## src/rtl/integrate_dump.sv

```systemverilog
// integrate_dump: integrate-and-dump of DUMP_LEN samples per symbol, scaled by >>> SHIFT.
// Define INTEGRATE_DUMP_SATURATE_EN to clamp the narrowed output instead of wrapping it.
module integrate_dump #(
  parameter int DATA_W   = 25,
  parameter int ACC_W    = 32,
  parameter int OUT_W    = 24,
  parameter int DUMP_LEN = 16,
  parameter int SHIFT    = 4
) (
  input  logic                            clk,
  input  logic                            reset,
  input  logic                            i_valid,
  input  logic signed [DATA_W-1:0]        i_data,
  output logic                            o_ready,
  input  logic                            i_dump_clr,
  output logic                            o_valid,
  input  logic                            i_ready,
  output logic signed [OUT_W-1:0]         o_sym,
  output logic                            o_sat,
  output logic [$clog2(DUMP_LEN)-1:0]     o_count
);
  localparam int CNT_W = $clog2(DUMP_LEN);
  logic signed [ACC_W-1:0] acc, sample, sum, shifted;
  logic signed [OUT_W-1:0] narrow;
  logic last, accept, sat;
  assign last    = o_count == CNT_W'(DUMP_LEN - 1);
  assign o_ready = !(last && o_valid && !i_ready);
  assign accept  = i_valid && o_ready;
  assign sample  = {{(ACC_W-DATA_W){i_data[DATA_W-1]}}, i_data};
  assign sum     = acc + sample;
  assign shifted = sum >>> SHIFT;
`ifdef INTEGRATE_DUMP_SATURATE_EN
  // In range only when every bit above the output sign bit matches it.
  logic [ACC_W-OUT_W:0] top;
  assign top    = shifted[ACC_W-1:OUT_W-1];
  assign sat    = !(&top || ~|top);
  assign narrow = !sat ? shifted[OUT_W-1:0] :
                  shifted[ACC_W-1] ? {1'b1, {(OUT_W-1){1'b0}}} : {1'b0, {(OUT_W-1){1'b1}}};
`else
  assign sat    = 1'b0;
  assign narrow = OUT_W'(shifted);
`endif
  always_ff @(posedge clk) begin
    if (reset) begin
      acc     <= '0;
      o_count <= '0;
      o_valid <= 1'b0;
      o_sym   <= '0;
      o_sat   <= 1'b0;
    end else begin
      if (o_valid && i_ready) o_valid <= 1'b0;
      if (accept && i_dump_clr) begin
        acc     <= sample;
        o_count <= CNT_W'(1);
      end else if (accept && last) begin
        acc     <= '0;
        o_count <= '0;
        o_sym   <= narrow;
        o_sat   <= sat;
        o_valid <= 1'b1;
      end else if (accept) begin
        acc     <= sum;
        o_count <= o_count + CNT_W'(1);
      end else if (i_dump_clr) begin
        acc     <= '0;
        o_count <= '0;
      end
    end
  end
endmodule

```

## config.mk

```make
export PLATFORM = sky130hd
export DESIGN_NAME = integrate_dump
export DESIGN_NICKNAME = d
export VERILOG_FILES = /design/src/rtl/integrate_dump.sv
export SDC_FILE = /design/constraint.sdc
export NUM_CORES = 1
export LEC_CHECK = 0
export BUFFER_PORTS_ARGS = -buffer_cell sky130_fd_sc_hd__buf_2
export CORE_ASPECT_RATIO = 1.1
export CORE_MARGIN = 1
export CORE_UTILIZATION = 35
export DETAILED_ROUTE_END_ITERATION = 12
export PLACE_DENSITY_LB_ADDON = 0.12
export SLEW_MARGIN = 20
export SYNTH_ARGS = -nofsm -noshare
export SYNTH_HDL_FRONTEND = slang
export SYNTH_SLANG_ARGS = --single-unit
```

## constraint.sdc

```tcl
create_clock -name clk -period 5.95 [get_ports clk]
set_input_delay 0.8925 -clock clk [delete_from_list [all_inputs] [get_ports clk]]
set_output_delay 0.8925 -clock clk [all_outputs]
set_load 0.1 [all_outputs]
```

Yosys cells after proc, flatten, opt, wreduce, memory -nomap -nowiden:

Index checks and enable logic that the tools add are counted.

* register bits after elaboration: 61
* output and inout bits: 31

* $add $sub $neg: 2
* eq/ne operators: 1
* muxes and demuxes: 11
* bitwise gates (word level): 1
* reductions and logical operators: 12

Operators by type and width (count)
* $mux W32: 4
* $add A32 B25 Y32: 1
* $mux W4: 2
* $logic_and A1 B1 Y1: 6
* $mux W1: 5
* $add A4 B1 Y4 const B: 1
* $eq A4 B4 Y1 const B: 1
* $reduce_bool A4 Y1: 1
* $reduce_or A3 Y1: 1
* $logic_not A1 Y1: 2
* $reduce_and A2 Y1: 1
* $reduce_bool A2 Y1: 1
* $not A1 Y1: 1

Longest topological paths before layout:

Gate-level depths: netlist of the first run.

* word-level depth: 8
* gate-level depth with buffers: 10

Worst setup path before layout of the first run:

No wires, ideal clock.

* path type: flip-flop to output port
* start: register o_count[0]
* end: output port o_ready
* arrival time: 2190 ps
* path slack: 2867 ps
* stages on the path, launching flop included: 5
* path buffers: 1
* path through: dfxtp_1 > ha_1 > and3_1 > buf_2 > nand2_1

* longest elaborated chain between the ends: 4

Ends and longest elaborated chain
* start, declared: RTL line 20 `output logic [$clog2(DUMP_LEN)-1:0] o_count`
* start signal, assigned: RTL line 63 `o_count <= o_count + CNT_W'(1);`
* $eq A4 B4 Y1: RTL line 26 `assign last = o_count == CNT_W'(DUMP_LEN - 1);`
* $logic_and A1 B1 Y1 (2 in a row): RTL line 27 `assign o_ready = !(last && o_valid && !i_ready);`
* $logic_not A1 Y1: RTL line 27
* end, declared: RTL line 14 `output logic o_ready,`

Every way passes these cells.

Worst setup path in the final report of the first run:

* start: input port i_data[0]
* end: register o_sym[20]

* longest elaborated chain between the ends: 1

Ends and longest elaborated chain
* start, declared: RTL line 13 `input logic signed [DATA_W-1:0] i_data,`
* $add A32 B25 Y32: RTL line 30 `assign sum = acc + sample;`
* end signal, assigned: RTL line 58 `o_sym <= narrow;`
* end, declared: RTL line 18 `output logic signed [OUT_W-1:0] o_sym,`

Every way passes these cells.
A chain may end at the register's enable or synchronous reset.

==> reports/metrics.yaml, run 1 <==
relSlewSlack: 0.344
reg2reg_to: "acc[25]"
reg2reg_slack_ns: 3.04
grt_use_total: 0.205
ios: 61
whs_path_depth: 2
cp_cell_sequence: "buf_2 -> ha_1 -> inv_1 -> fa_1 -> nor2b_1 -> o211a_1 -> o211ai_1 -> a21oi_1 -> o21ai_0 -> o31a_1 -> a311oi_1"
synthToLayoutAreaGrowth_pct: 17.6
routed_via_density: 5.58
grt_max_degree: 61
tightest_slew_ns: 0.983
drt_iter0_drc: 161
yosysWarningCount: 0
crit_slowest_cell: "fa_1"
hpwl_um: 7930
final_common_cell: "buf_2"
die_y_um: 112
fin_setup_tns_ns: 0
initial_core_util: 0.366
ant_nets: 0
critPathTopFamily: "compound AO/OA/AOI/OAI gates"
report.final.hold_viol_count: 0
postCtsSetupRepairBufs: 0
synthArstFlopShare: 0
tritoncts: "built"
synth.net_count: 538
route.detailed.drc: 0
vdd_ir_drop_max_v: 0.000113
grt_pass1_wl_um: 18000
maxSlewViolCount: 0
slowest_delay_ns: 0.41
diodes: 0
reg2reg_from: "o_count[0]"
critPathMaxFanout: 5
status: "finished, final reports clean"
grt-ovfl-total: 0
syn_inst: 479
layout-drive-gt1-share: 0.189
end_kind: "flip-flop"
gp_congestion: 0.866
clock-sinks: 57
syn-cell-area_um2: 3880
antenna_found_initial: 0
ys_ff_latch: 57
synth_edf_count: 0
cap_violations: 0
fin_total_pwr_mw: 1.21
worstHoldStart: "o_sym[3]"
post-route-period-util: 0.493
die_x_um: 102
die_area_um2: 11500
cts_hold_buffers: 0
setup_viol_count_final: 0
crit_required_ns: 6.19
rsz0062_at_grt: "no"
min_period_ns: 2.93
yosysSeqAreaShare: 0.294
setup.worst_path.start: "i_data[0]"
syn_area_per_cell_um2: 8.10
port_buffers: 59
grt_pass1_vias: 3577
fmax_mhz: 341
p_leak_nw: 1.98
rows: 39
core_area_um2: 10600
synth_flop_cell: "dfxtp_1"
nets: 582
drt_first_pass_iters: 7
fin_skew_ns: 0.00643
cts_resized: 0
cts_max_level: 3
vias: 3746
clockBufferDepth: 2
arrival_ns: 3.17
path_clk_slew_ns: 0.05
yosysUniqueCellTypes: 66
cp-start-kind: "primary input"
r2r_cells: 8
clk_latency_ns: 0.34
drt-wirelength-per-cell_um: 16.5
worstHoldEndpoint: "o_sym[3]"
cts-root-buf: "clkbuf_16"
cts_buffers: 9
cp_num_buf_inv: 2
hp-class: "reg2reg"
drt-total-wl_um: 11100
crit_type: "in2reg"
power.density_nw_per_um2: 265
final_cell_mix: "buf_2 (59), dfxtp_1 (57), nand2_1 (50)"
## through the flow
| step | cells | hold slack [ns] | util | setup slack (ns) | area [µm²] |
|---|---|---|---|---|---|
| 2_1_floorplan | 479 | 0.448 | - | 2.87 | 3880 |
| 3_3_place_gp | 655 | 0.439 | 0.403 | 2.74 | 4270 |
| 3_5_place_dp | 655 | 0.445 | 0.403 | 2.74 | 4270 |
| 4_1_cts | 671 | 0.452 | 0.431 | 3.00 | 4560 |
| 5_1_grt | 671 | 0.474 | 0.431 | 2.72 | 4560 |
| 6_report | 671 | 0.447 | 0.431 | 3.02 | 4560 |
## power by group
| group | switching, mW | leakage [nW] | internal (mW) |
|---|---|---|---|
| registers | 0.00913 | 0.464 | 0.397 |
| clock network | 0.194 | 0.148 | 0.332 |
| logic | 0.170 | 1.37 | 0.110 |
## cell families (layout without fill, tap and decap cells)
group | after synthesis | count (layout) | share of synthesized area
compound gates | 167 | 167 | 0.313
simple gates | 160 | 160 | 0.198
flops | 57 | 57 | 0.294
buf+inv | 41 | 90 | 0.0432
fa+ha+maj | 29 | 29 | 0.0955
xor+xnor | 22 | 22 | 0.0497
mux | 2 | 2 | 0.00580
other cells | 1 | 1 | 0.000967
## cells in the mapped netlist (5+ instances only)
| cell type | count | area [µm²] |
|---|---|---|
| a21o_1 | 14 | 105 |
| dfxtp_1 | 57 | 1140 |
| a22oi_1 | 7 | 52.6 |
| nand2_1 | 50 | 188 |
| nand2b_1 | 5 | 31.3 |
| inv_1 | 11 | 41.3 |
| a222oi_1 | 14 | 140 |
| nand3_1 | 13 | 65.1 |
| ha_1 | 28 | 350 |
| xnor2_1 | 15 | 131 |
| a211oi_1 | 8 | 60.1 |
| nor3_1 | 6 | 30.0 |
| a21oi_1 | 46 | 230 |
| xor2_1 | 7 | 61.3 |
| nor2_1 | 49 | 184 |
| o21ai_0 | 11 | 55.1 |
| o22ai_1 | 5 | 31.3 |
| a31oi_1 | 7 | 43.8 |
| clkbuf_1 | 19 | 71.3 |
| o21bai_1 | 10 | 75.1 |
| o31ai_1 | 5 | 37.5 |
| nand3b_1 | 5 | 37.5 |
| nand4_1 | 5 | 31.3 |
| nor2b_1 | 5 | 31.3 |
| buf_2 | 8 | 40.0 |
## how the worst max path moves through the flow
stage | endpoint | slack, ns | cells past startpoint
6_report | o_sym[20] | 3.02 | 11
4_1_cts | acc[25] | 3.00 | 8
5_1_grt | acc[25] | 2.72 | 8
3_5_place_dp | acc[26] | 2.74 | 11
2_1_floorplan | o_ready | 2.87 | 4
3_3_place_gp | acc[26] | 2.74 | 11
## area by class of cell
cell class / count / area [µm²]
inverters: 11 / 41.3
fillers: 1078 / 6020
multi-input cells: 381 / 2580
well taps: 143 / 179
repair buffers: 63 / 325
clock buffers: 10 / 239
clock inverters: 6 / 57.6
flip-flops and latches: 57 / 1140
## state kept, by name, summed over array words and instances, names as in the netlist
| name | cells |
|---|---|
| acc | 28 |
| o_count | 4 |
| o_sym | 24 |
| o_valid | 1 |
## layer usage
metal  wire length (µm)  global-route usage  part of all wire
met5                  0                   0                 0
met3                490              0.0336             0.044
met1               5260               0.275              0.48
met4                201              0.0848             0.018
met2               5100               0.323              0.46
## tightest hold or removal path: cells and delay by family (launching register included)
kind	cells	cell delay (ns)
simple gates	1	0.05
compound gates	1	0.05
flops	1	0.30
No activity file was read; power rests on OpenSTA's default activity.
==> inputs of run 2 (changes only) <==
==> constraint.sdc (replaced) <==
create_clock -name clk -period 2.83 [get_ports clk]
set_input_delay 0.4245 -clock clk [delete_from_list [all_inputs] [get_ports clk]]
set_output_delay 0.4245 -clock clk [all_outputs]
set_load 0.1 [all_outputs]
==> run 2 against run 1 <==
Clock power is 100% higher; critical path depth shrank 1; worst setup slack lost 2.7 ns; combinational power grew 110%; core utilization grew 0.37 points; largest cell class unchanged; sequential share of layout area shrank 0.21 points.
==> reports/metrics.yaml, run 2 (synthesized netlist as in run 1, its figures left out) <==
cp-start-kind: "flip-flop"
synthToLayoutAreaGrowth_pct: 18.6
drt_first_pass_iters: 5
min_period_ns: 2.53
swShare: 0.303
tightest_slew_ns: 0.742
fin_total_pwr_mw: 2.51
ios: 61
layout-drive-gt1-share: 0.194
setup_viol_count_final: 0
relSlewSlack: 0.505
postCtsSetupRepairBufs: 0
die_x_um: 102
final_util: 0.435
cap_violations: 0
fin_skew_ns: 0.00586
post-route-period-util: 0.892
final_cell_mix: "buf_2 (59), dfxtp_1 (57), nand2_1 (50)"
die_y_um: 112
fin_setup_tns_ns: 0
rsz0062_at_grt: "no"
clockBufferDepth: 2
whs_path_depth: 3
vias: 3778
hp-class: "in2reg"
cts_max_level: 3
critPathMaxFanout: 5
crit_required_ns: 3.06
clk_latency_ns: 0.33
clock-sinks: 57
fmax_mhz: 396
die_area_um2: 11500
grt-ovfl-total: 0
cts_hold_buffers: 0
grt_use_total: 0.208
grt_pass1_wl_um: 18600
route.detailed.drc: 0
status: "finished, final reports clean"
num-fill-cells: 1125
r2r_cells: 10
largest_reg_flops: 28
regMostFlops: "acc"
rows: 39
hpwl_um: 8220
grt_pass1_vias: 3668
drt_iter0_drc: 243
vdd_ir_drop_max_v: 0.000230
antenna_found_initial: 0
ant_nets: 0
drt-total-wl_um: 11300
maxSlewViolCount: 0
final_common_cell: "buf_2"
routed_via_density: 5.57
report.final.hold_viol_count: 0
p_switching_mw: 0.760
p_seq_frac: 0.341
cts_buffers: 9
diodes: 0
end_kind: "flip-flop"
port_buffers: 59
tritoncts: "built"
combPwrFrac: 0.239
cts_resized: 0
nets: 590
p_leak_nw: 2.01
reg_top3: "acc x28, o_sym x24, o_count x4"
internal_power_mw: 1.75
cts-root-buf: "clkbuf_16"
arrival_ns: 2.76
initial_core_util: 0.366
core_area_um2: 10600
power.density_nw_per_um2: 544
grt_max_degree: 31
gp_congestion: 0.879
path_clk_slew_ns: 0.05
crit_type: "reg2reg"
pwr-share-clk: 0.420
drt-wirelength-per-cell_um: 16.6
-- run 2: cell count changes in the layout (fill, tap and decap cells not counted), sizes merged --
cell and delta:
clkinvlp -1, buf +8, clkinv -1, clkbuf +1
-- run 2: worst paths after layout --
| kind | from | end | slack (ns) |
|---|---|---|---|
| setup / recovery | acc[0] | acc[24] | 0.30 |
| hold reg to reg | o_sym[3] | o_sym[3] | 0.45 |
| setup reg to reg | acc[0] | acc[24] | 0.30 |
| hold / removal | i_data[1] | acc[1] | 0.37 |
-- run 2: stage by stage --
step | instance area, µm² | hold slack [ns] | setup slack, ns | instances
3_5_place_dp | 4330 | 0.443 | 0.0744 | 663
2_1_floorplan | 3880 | 0.448 | 0.124 | 479
4_1_cts | 4600 | 0.367 | 0.319 | 678
3_3_place_gp | 4330 | 0.439 | 0.160 | 663
5_1_grt | 4600 | 0.388 | 0.0879 | 678
6_report | 4600 | 0.373 | 0.305 | 678
-- run 2: final cells by class --
cell class	instances	area (µm²)	area share
multi-input combinational	381	2580	0.560
sequential	57	1140	0.248
timing repair buffer	71	385	0.0837
clock buffer	11	233	0.0506
tap	143	179	0.0389
clock inverter	4	45.0	0.00979
inverter	11	41.3	0.00897
-- run 2: worst max-delay path, cell delays in order (launching register included) --
cell      delay, ns
dfxtp_1        0.32
ha_1           0.19
inv_1          0.07
fa_1           0.41
nor2b_1        0.17
o211a_1        0.24
o211ai_1       0.16
a21oi_1        0.35
o21ai_0        0.14
o31a_1         0.13
a221oi_1       0.25
-- run 2: power groups by stage --
stage / Sequential (mW) / Combinational (mW) / Clock [mW]
detailed placement: 0.871 / 0.591 / 0
floorplan: 0.878 / 0.442 / 0
global route: 0.858 / 0.665 / 1.11
finish: 0.855 / 0.599 / 1.05
global placement: 0.870 / 0.589 / 0
CTS: 0.855 / 0.595 / 1.07
-- run 2: metal layers --
| metal | GRT usage | share of wire |
|---|---|---|
| met4 | 0.0819 | 0.014 |
| met3 | 0.0255 | 0.038 |
| met2 | 0.332 | 0.46 |
| met1 | 0.283 | 0.48 |
| met5 | 0 | 0 |
